--- config.mk ---
export PLATFORM = sky130hd
export DESIGN_NAME = grey_code_flat
export DESIGN_NICKNAME = d
export VERILOG_FILES = /design/src/rtl/grey_code_pkg.sv /design/src/rtl/grey_code_if.sv /design/src/rtl/grey_code_enc.sv /design/src/rtl/grey_code.sv /design/src/flat_wrapper.sv
export SDC_FILE = /design/constraint.sdc
export NUM_CORES = 1
export LEC_CHECK = 0
export CAP_MARGIN = 10
export CORE_AREA = 3 3 40 42
export CTS_CLUSTER_DIAMETER = 40
export CTS_CLUSTER_SIZE = 14
export DETAILED_ROUTE_END_ITERATION = 12
export DIE_AREA = 0 0 43 45
export PLACE_DENSITY = 0.56
export SLEW_MARGIN = 0
export SYNTH_ARGS = -nofsm -noshare
export SYNTH_HDL_FRONTEND = slang
export SYNTH_SLANG_ARGS = --single-unit
--- constraint.sdc ---
create_clock -name clk -period 0.8 [get_ports clk]
set_input_delay 0.08 -clock clk [delete_from_list [all_inputs] [get_ports clk]]
set_output_delay 0.08 -clock clk [all_outputs]
set_load 0.005 [all_outputs]
--- src/rtl/grey_code_pkg.sv ---
// Shared definitions for the Gray-code converter slice.
//   GREY_WIDTH_DEFAULT : default data width of the converter
//   grey_word_t        : fixed-width carrier used by the helper functions
//   bin2gray()         : reflected binary -> Gray conversion
//   gray2bin()         : Gray -> binary (prefix XOR from the MSB)
// Narrower values are zero-extended into grey_word_t. Leading zeros map to
// leading zeros in both directions, so results truncate back cleanly.
package grey_code_pkg;

  localparam int unsigned GREY_WIDTH_DEFAULT = 8;
  localparam int unsigned GREY_FN_WIDTH      = 32;

  typedef logic [GREY_FN_WIDTH-1:0] grey_word_t;

  function automatic grey_word_t bin2gray(input grey_word_t b);
    return b ^ (b >> 1);
  endfunction

  function automatic grey_word_t gray2bin(input grey_word_t g);
    grey_word_t b;
    b = '0;
    b[GREY_FN_WIDTH-1] = g[GREY_FN_WIDTH-1];
    for (int unsigned i = GREY_FN_WIDTH - 1; i > 0; i--) begin
      b[i-1] = b[i] ^ g[i-1];
    end
    return b;
  endfunction

endpackage

--- src/rtl/grey_code_if.sv ---
// Data bundle between a binary producer and the Gray converter.
//   bin  : binary value to convert (carries the converter's `bit` input)
//   grey : Gray-coded result
// master : the producer/consumer side (drives bin, observes grey)
// slave  : the converter side (observes bin, drives grey)
interface grey_code_if
  import grey_code_pkg::*;
#(
  parameter int unsigned WIDTH = GREY_WIDTH_DEFAULT
);

  logic [WIDTH-1:0] bin;
  logic [WIDTH-1:0] grey;

  modport master (output bin, input grey);
  modport slave  (input bin, output grey);

endinterface

--- src/rtl/grey_code_enc.sv ---
// Combinational WIDTH-bit binary -> reflected Gray encoder.
//   bin  : binary input
//   grey : grey[WIDTH-1] = bin[WIDTH-1], grey[i] = bin[i+1] ^ bin[i]
// Purely bitwise, so an unknown on bin[i] only reaches grey[i] and grey[i-1].
module grey_enc
  import grey_code_pkg::*;
#(
  parameter int unsigned WIDTH = GREY_WIDTH_DEFAULT
) (
  input  logic [WIDTH-1:0] bin,
  output logic [WIDTH-1:0] grey
);

  assign grey = bin ^ (bin >> 1);

endmodule

--- src/rtl/grey_code.sv ---
// Binary-to-Gray converter with optional output register.
//   clk        : rising-edge clock (unused when REGISTERED = 0)
//   rst        : asynchronous active-high reset, clears grey (unused when
//                REGISTERED = 0)
//   bus.bin    : binary value to convert
//   bus.grey   : Gray code of bus.bin; one cycle later when REGISTERED = 1,
//                combinational when REGISTERED = 0
module grey_code
  import grey_code_pkg::*;
#(
  parameter int unsigned WIDTH      = GREY_WIDTH_DEFAULT,
  parameter bit          REGISTERED = 1'b1
) (
  input  logic        clk,
  input  logic        rst,
  grey_code_if.slave  bus
);

  logic [WIDTH-1:0] enc_grey;

  grey_enc #(.WIDTH(WIDTH)) u_enc (
    .bin  (bus.bin),
    .grey (enc_grey)
  );

  if (REGISTERED) begin : g_reg
    logic [WIDTH-1:0] grey_q;

    always_ff @(posedge clk or posedge rst) begin
      if (rst) begin
        grey_q <= '0;
      end else begin
        grey_q <= enc_grey;
      end
    end

    assign bus.grey = grey_q;
  end else begin : g_comb
    // clk/rst have no role in the bypass build; fold them into a sink.
    logic unused_clk_rst;
    assign unused_clk_rst = clk ^ rst;

    assign bus.grey = enc_grey;
  end

endmodule

--- src/flat_wrapper.sv ---
// flat-port wrapper written by rule: the top's interface ports become plain ports
module grey_code_flat import grey_code_pkg::*;
#(
  parameter int unsigned WIDTH      = GREY_WIDTH_DEFAULT,
  parameter bit          REGISTERED = 1'b1
)
  (clk, rst, bus_bin, bus_grey);
  grey_code_if #(.WIDTH(WIDTH)) bus_i ();
  input  logic clk;
  input  logic rst;
  input wire logic [$bits(bus_i.bin)-1:0] bus_bin;
  output wire logic [$bits(bus_i.grey)-1:0] bus_grey;
  assign bus_i.bin = bus_bin;
  assign bus_grey = bus_i.grey;
  grey_code #(.WIDTH(WIDTH), .REGISTERED(REGISTERED)) u_core (.clk(clk), .rst(rst), .bus(bus_i));
endmodule
After elaboration in Yosys (flattened, before gate mapping)
Index checks and enable logic that the tools add are counted.
W data, S select, Z words.
Storage, ports and cells
  flip-flop bits (word level): 8
  output and inout bits: 8
  logic and storage cells: 2
Cells by class
  bitwise operators: 1
Operator list (number)
  $xor A8 B7 Y8: 1

Depth between registers and ports, before layout
Gate-level depths: netlist (run 1).
  word-level depth: 1
  mapped depth: 1

Hierarchy
From an unflattened synthesis (run 1), not the netlist that was laid out.
Second synthesis, totals
  cell total of the unflattened synthesis: 17
  area total of the unflattened synthesis: 272.8 sq um
Modules (own cells, without submodules)
  grey_code: times used 1, cells an instance 9, area an instance 203.9 sq um, seq. area each 200.2 sq um
  grey_enc: times used 1, cells an instance 8, area an instance 68.8 sq um, seq. area each 0.0 sq um

Least setup slack after synthesis (run 1)
No wires, ideal clock.
  path kind: flip-flop to output port
  start: register u_core.g_reg.grey_q[0] (netlist: u_core.bus.grey[0])
  end: output bus_grey[0]
  arrival time: 0.349 ns
  data required time: 0.720 ns
  slack: 0.371 ns
  cell stages (with the launch flop): 1
  path buffers: 0
  cells stage by stage: dfrtp_1
RTL lines
  from (decl): line grey_code.sv:27  | logic [WIDTH-1:0] grey_q;
  from (signal assigned): line grey_code.sv:33  | grey_q <= enc_grey;
  to (decl): line flat_wrapper.sv:12  | output wire logic [$bits(bus_i.grey)-1:0] bus_grey;
No word-level cell between the ends.

Worst setup path after layout (run 1)
  start: register u_core.g_reg.grey_q[3] (netlist: u_core.bus.grey[3])
  end: output bus_grey[3]
No word-level cell between the ends.

==> results.md, run 1 <==
* Clk sink count at 8
* Worst EP arrival at roughly 0.73 ns
* CP Data Required Time at about 0.72 ns
* Top cells by area, synth: dfrtp_1, xor2_1, inv_1
* Diodes inserted at 0
* Setup Buffers After CTS at 0
* Overall power at between 800 and 900 uW
* Cells after synthesis at 16
* Mean Syn Cell Area at 16.6 um^2
* Power Dens Cells at 2010 mW/mm^2
* Total number of vias at around 190
* Initial Utilization at 20.6%
* Vias in the first global route at approximately 220
* Synthesized area at 265 um^2
* Post-synth top area share at between 70% and 80%
* Post-Layout Inst Area at between 400 and 500 um^2
* CP Class: reg -> out
* Cell area after placement at roughly 450 um^2
* Max reg flops at 8
* Tcrit/Tclk final at 101%
* Total of max-cap violations at 0
* Crit. End Element: primary output
* CP cell instances: buf_2
* Register bit total from synthesis at 8
* Die H at 45 um
* DR DRC count at 0
* Core ar. at 0.00128 mm^2
* Antenna-violating nets left at 0
* Least-Margin Pin Slew at 0.290 ns
* Crit path max-delay cell type: dfrtp_1
* TritonCTS Buffers at 3
* Setup TNS at -0.0100 ns
* DR pass1 iterations at 1
* Clk buf depth at 2
* Post-synth net total at 26
* Final GP Congestion at roughly 0.77
* Vias per cell at 3.75
* Worst slew margin at 80.6%
* Yosys warning total at 0
* Startpoint types: flop
* Die area at 0.00194 mm^2
* First-pass GRT wire length at 890 um
* Layout net count at 48
* Status: finished, violations left
* CTS tree: built
* Post-synthesis to final-layout area growth at 64.6%
* Area of the multi-input gates at 61.3 um^2
* Sequential fraction of the synthesis area at around three quarters
* RSZ-0062 raised after global routing: true
* WL/cell at 10.8 um
* Die width at 43 um
* Reg clk slew, reported paths at 0.05 ns
* Leak pwr at around 0.00021 uW
* I/O pin total at 18
* Number of port buffers at 17
* Top cell family by delay on the critical path: flip-flops
* Fin worst setup slack at -0.00773 ns
* Initial antenna violation count at 0
* Fin. Hold Viols at 0
* Fillcell total at 138
* GRT overflow at 0
* Hold slack at 0.0751 ns
* Largest net degree at the start of global routing at 9
* Fin crit period at 0.808 ns
* Synth area leader: dfrtp_1
* FF/Latch Area at 200 um^2
* Largest stage delay, worst path at 0.35 ns
* Yosys cell types at 3
* Clock root buffer: clkbuf_4
* Depth of the CTS H-tree at 1
* Slew Limit Fails at 0
* Drt first-iter violations at 0
* Max rail drop VDD at 0.686 mV
* Failing checks: setup timing
* Hold Path Class: in -> async
* Layout cell share with drive strength beyond 1 at 30.6%
* GRT Total Usage at 6.99%
* Buf+Inv Stages, Crit Path at 1
* CP max FO at 1
* Final WL at between 500 and 600 um
* Highest Clock Rate at 1.24 GHz
* Row count at 13
* Post-Place Worst Slack at -0.0961 ns
* Final setup viols at 2
## layout by cell type (no fill, tap or decap)
master / count
dfrtp_1: 8
inv_1: 1
xor2_1: 7
buf_2: 8
clkbuf_4: 3
clkdlybuf4s50_1: 9
## stage by stage
step                      utilization (%)  instances
after floorplan                         -         16
after global placement               35.3         48
after detailed placement             35.3         48
after CTS                            34.0         51
after global routing                 34.0         51
final                                34.0         51
## logic make-up (layout without fill, tap and decap cells)
logic type	count (synthesis)	in the layout	share of synthesized area [%]
flops	8	8	75.5
xor+xnor	7	7	23.1
buf+inv	1	21	1.41
## power by group
part,internal [uW],switching [uW]
combinational,77.9,52.9
sequential,443,7.31
clock,171,127
## synth_stat cells (all sizes together)
cell   n
dfrtp  8
inv    1
xor2   7
## cell type report
type,count,area share [%]
inverters,1,0.860
multi-input cells,7,14.0
well taps,15,4.30
repair buffers,17,29.8
clock buffers,3,5.16
flip-flops and latches,8,45.8
## worst paths after layout
kind	start	end	slack, ns	cells past startpoint
min in group clk	bus_bin[7]	u_core.bus.grey[7]	0.34	1
max in group asynchronous	rst	u_core.bus.grey[2]	0.50	2
hold / removal	rst	u_core.bus.grey[7]	0.08	2
setup / recovery	u_core.bus.grey[3]	bus_grey[3]	-0.008	1
## timing repair
| item | in CTS | in global routing |
|---|---|---|
| endpoints found under the setup margin | 8 | 8 |
| gates resized for setup | 32 | 0 |
| hold buffers | 0 | 0 |
## metal layers
metal	up-vias	track usage [%]	wire length, um
met5	-	0	0
met4	0	5.42	12
met3	2	6.37	90
met2	17	9.88	246
met1	85	6.23	203
li1	87	-	-
(Power assumes the default switching activity.)
==> inputs of run 2 (changes only) <==
- CTS_CLUSTER_SIZE: 14 -> not set
==> results of run 2 <==
Same layout as run 1: the final DEF is identical, and so are final timing and power.
==> inputs of run 3 (changes only) <==
- CAP_MARGIN: 10 -> 5
- CELL_PAD_IN_SITES_DETAIL_PLACEMENT: not set -> 0
- CELL_PAD_IN_SITES_GLOBAL_PLACEMENT: not set -> 2
- CORE_AREA: 3 3 40 42 -> not set
- CORE_MARGIN: not set -> 3
- CORE_UTILIZATION: not set -> 17
- DIE_AREA: 0 0 43 45 -> not set
- PLACE_DENSITY: 0.56 -> 0.72
==> run 3 against run 2 <==
Effect of this change:
- the run still ends with setup timing left
- sequential share of layout area is the same
- combinational power is essentially flat
- hold slack lost 0.0077 ns
- maximum frequency grew 0.23%
- flip-flop and latch count is the same
- first-iteration DRC count is the same
- critical path type unchanged
- cell count is the same
- core utilization shrank 2.4 points
- total power grew 0.64%
- count of clock-buffer cells in the layout is the same
- critical path depth is the same
==> results.md, run 3 (synthesis results as in run 1) <==
* Status: finished, violations left (unchanged)
* Failing checks: setup timing (unchanged)
* Top cell family by delay on the critical path: flip-flops (unchanged)
* I/O pin total at 18 (unchanged)
* Die area at 0.00207 mm^2 (was 0.00194 mm^2)
* Vias in the first global route at 218 (unchanged)
* Highest Clock Rate at 1.24 GHz (about the same)
* Cell area after placement at 454 um^2 (unchanged)
* Final WL at 559 um (was 553 um)
* Least-Margin Pin Slew at 0.291 ns (was 0.290 ns)
* Largest stage delay, worst path at 0.35 ns (about the same)
* Fillcell total at 148 (was 138)
* CP Class: reg -> out (unchanged)
* Max reg flops at 8 (unchanged)
* GRT overflow at 0 (unchanged)
* Post-CTS sizing at 32 (unchanged)
* Hold Path Class: in -> async (unchanged)
* Clock root buffer: clkbuf_4 (unchanged)
* Die width at 45.5 um (was 43 um)
* Layout cell share with drive strength beyond 1 at 30.6% (unchanged)
* Fin crit period at 0.806 ns (was 0.808 ns)
* Hold slack at 0.0674 ns (was 0.0751 ns)
* Worst slew margin at 80.6% (about the same)
* Clk buf depth at 2 (unchanged)
* Leak pwr at 0.000209 uW (unchanged)
* Overall power at 885 uW (was 879 uW)
* WL/cell at 11.0 um (was 10.8 um)
* Depth of the CTS H-tree at 1 (unchanged)
* Startpoint types: flop (unchanged)
* Fin. Hold Viols at 0 (unchanged)
* Row count at 13 (unchanged)
* Reg clk slew, reported paths at 0.05 ns (about the same)
* Fin worst setup slack at -0.00587 ns (was -0.00773 ns)
* Crit path max-delay cell type: dfrtp_1 (unchanged)
* Vias per cell at 3.82 (was 3.75)
* Max rail drop VDD at 0.983 mV (was 0.686 mV)
* Post-synthesis to final-layout area growth at 64.6% (unchanged)
* Power Dens Cells at 2030 mW/mm^2 (was 2010 mW/mm^2)
* Slew Limit Fails at 0 (unchanged)
* RSZ-0062 raised after global routing: true (unchanged)
* Drt first-iter violations at 0 (unchanged)
* CTS tree: built (unchanged)
* Initial antenna violation count at 0 (unchanged)
* Total number of vias at 195 (was 191)
* Layout net count at 48 (unchanged)
* Die H at 45.5 um (was 45 um)
* CP Data Required Time at 0.72 ns (about the same)
* Diodes inserted at 0 (unchanged)
* Setup Buffers After CTS at 0 (unchanged)
* DP Wirelength at 453 um
* Clk sink count at 8 (unchanged)
* GRT Total Usage at 7.00% (was 6.99%)
* Initial Utilization at 19.2% (was 20.6%)
* First-pass GRT wire length at 910 um (was 890 um)
* DR DRC count at 0 (unchanged)
* DR pass1 iterations at 1 (unchanged)
* Commonest cells after routing, fill and taps aside: clkdlybuf4s50_1, buf_2, dfrtp_1 (unchanged)
* CP max FO at 1 (unchanged)
* Tcrit/Tclk final at 101% (about the same)
* Antenna-violating nets left at 0 (unchanged)
* Post-Layout Inst Area at 437 um^2 (unchanged)
* Commonest non-fill, non-tap cell in the layout: clkdlybuf4s50_1 (unchanged)
* Final setup viols at 6 (was 2)
* Hold buffer count at CTS at 0 (unchanged)
* Final GP Congestion at 0.681 (was 0.770)
* Largest net degree at the start of global routing at 9 (unchanged)
* Core ar. at 0.00138 mm^2 (was 0.00128 mm^2)
* Worst EP arrival at 0.73 ns (about the same)
* TritonCTS Buffers at 3 (unchanged)
* Buf+Inv Stages, Crit Path at 1 (unchanged)
* Number of port buffers at 17 (unchanged)
* CP cell instances: buf_2 (unchanged)
* Crit. End Element: primary output (unchanged)
* Total of max-cap violations at 0 (unchanged)
==> run 3: cell counts in the layout (fill, tap and decap cells not counted) <==
No cell type changed its count.
==> run 3: area by class of cell <==
type                       instances  area (um^2)  area share (%)
clock buffer                       3         22.5            5.16
timing repair buffer              17          130            29.8
inverter                           1         3.75           0.860
tap                               15         18.8            4.30
sequential                         8          200            45.8
multi-input combinational          7         61.3            14.0
==> run 3: how the worst max path moves through the flow <==
stage	end	slack, ns	from	cells after the start
3_3_place_gp	bus_grey[1]	-0.09	u_core.bus.grey[1]	1
6_report	bus_grey[2]	-0.006	u_core.bus.grey[2]	1
5_1_grt	bus_grey[2]	-0.05	u_core.bus.grey[2]	1
3_5_place_dp	bus_grey[1]	-0.09	u_core.bus.grey[1]	1
4_1_cts	bus_grey[0]	-0.02	u_core.bus.grey[0]	1
2_1_floorplan	bus_grey[0]	0.37	u_core.bus.grey[0]	0
==> run 3: per-layer routing <==
layer	GRT usage [%]	share of wire, %	routed length, um	up-vias
li1	-	-	-	90
met1	6.59	33	185	84
met2	8.64	40	221	21
met3	8.70	27	151	0
met4	3.51	0	0	0
met5	0	0	0	-
==> run 3: where the power goes <==
group	leakage, uW	switching (uW)	internal [uW]
Clock	0.0000138	132	171
Sequential	0.0000932	7.35	443
Combinational	0.000102	53.0	77.9
Total	0.000209	192	692
==> run 3: through the flow <==
stage	utilization, %	std cells	worst slack, ns	TNS (ns)
2_1_floorplan	-	16	0.371	0
3_3_place_gp	32.9	48	-0.0865	-0.842
3_5_place_dp	32.9	48	-0.0855	-0.963
4_1_cts	31.6	51	-0.0216	-0.124
5_1_grt	31.6	51	-0.0532	-0.346
6_report	31.6	51	-0.00587	-0.0220
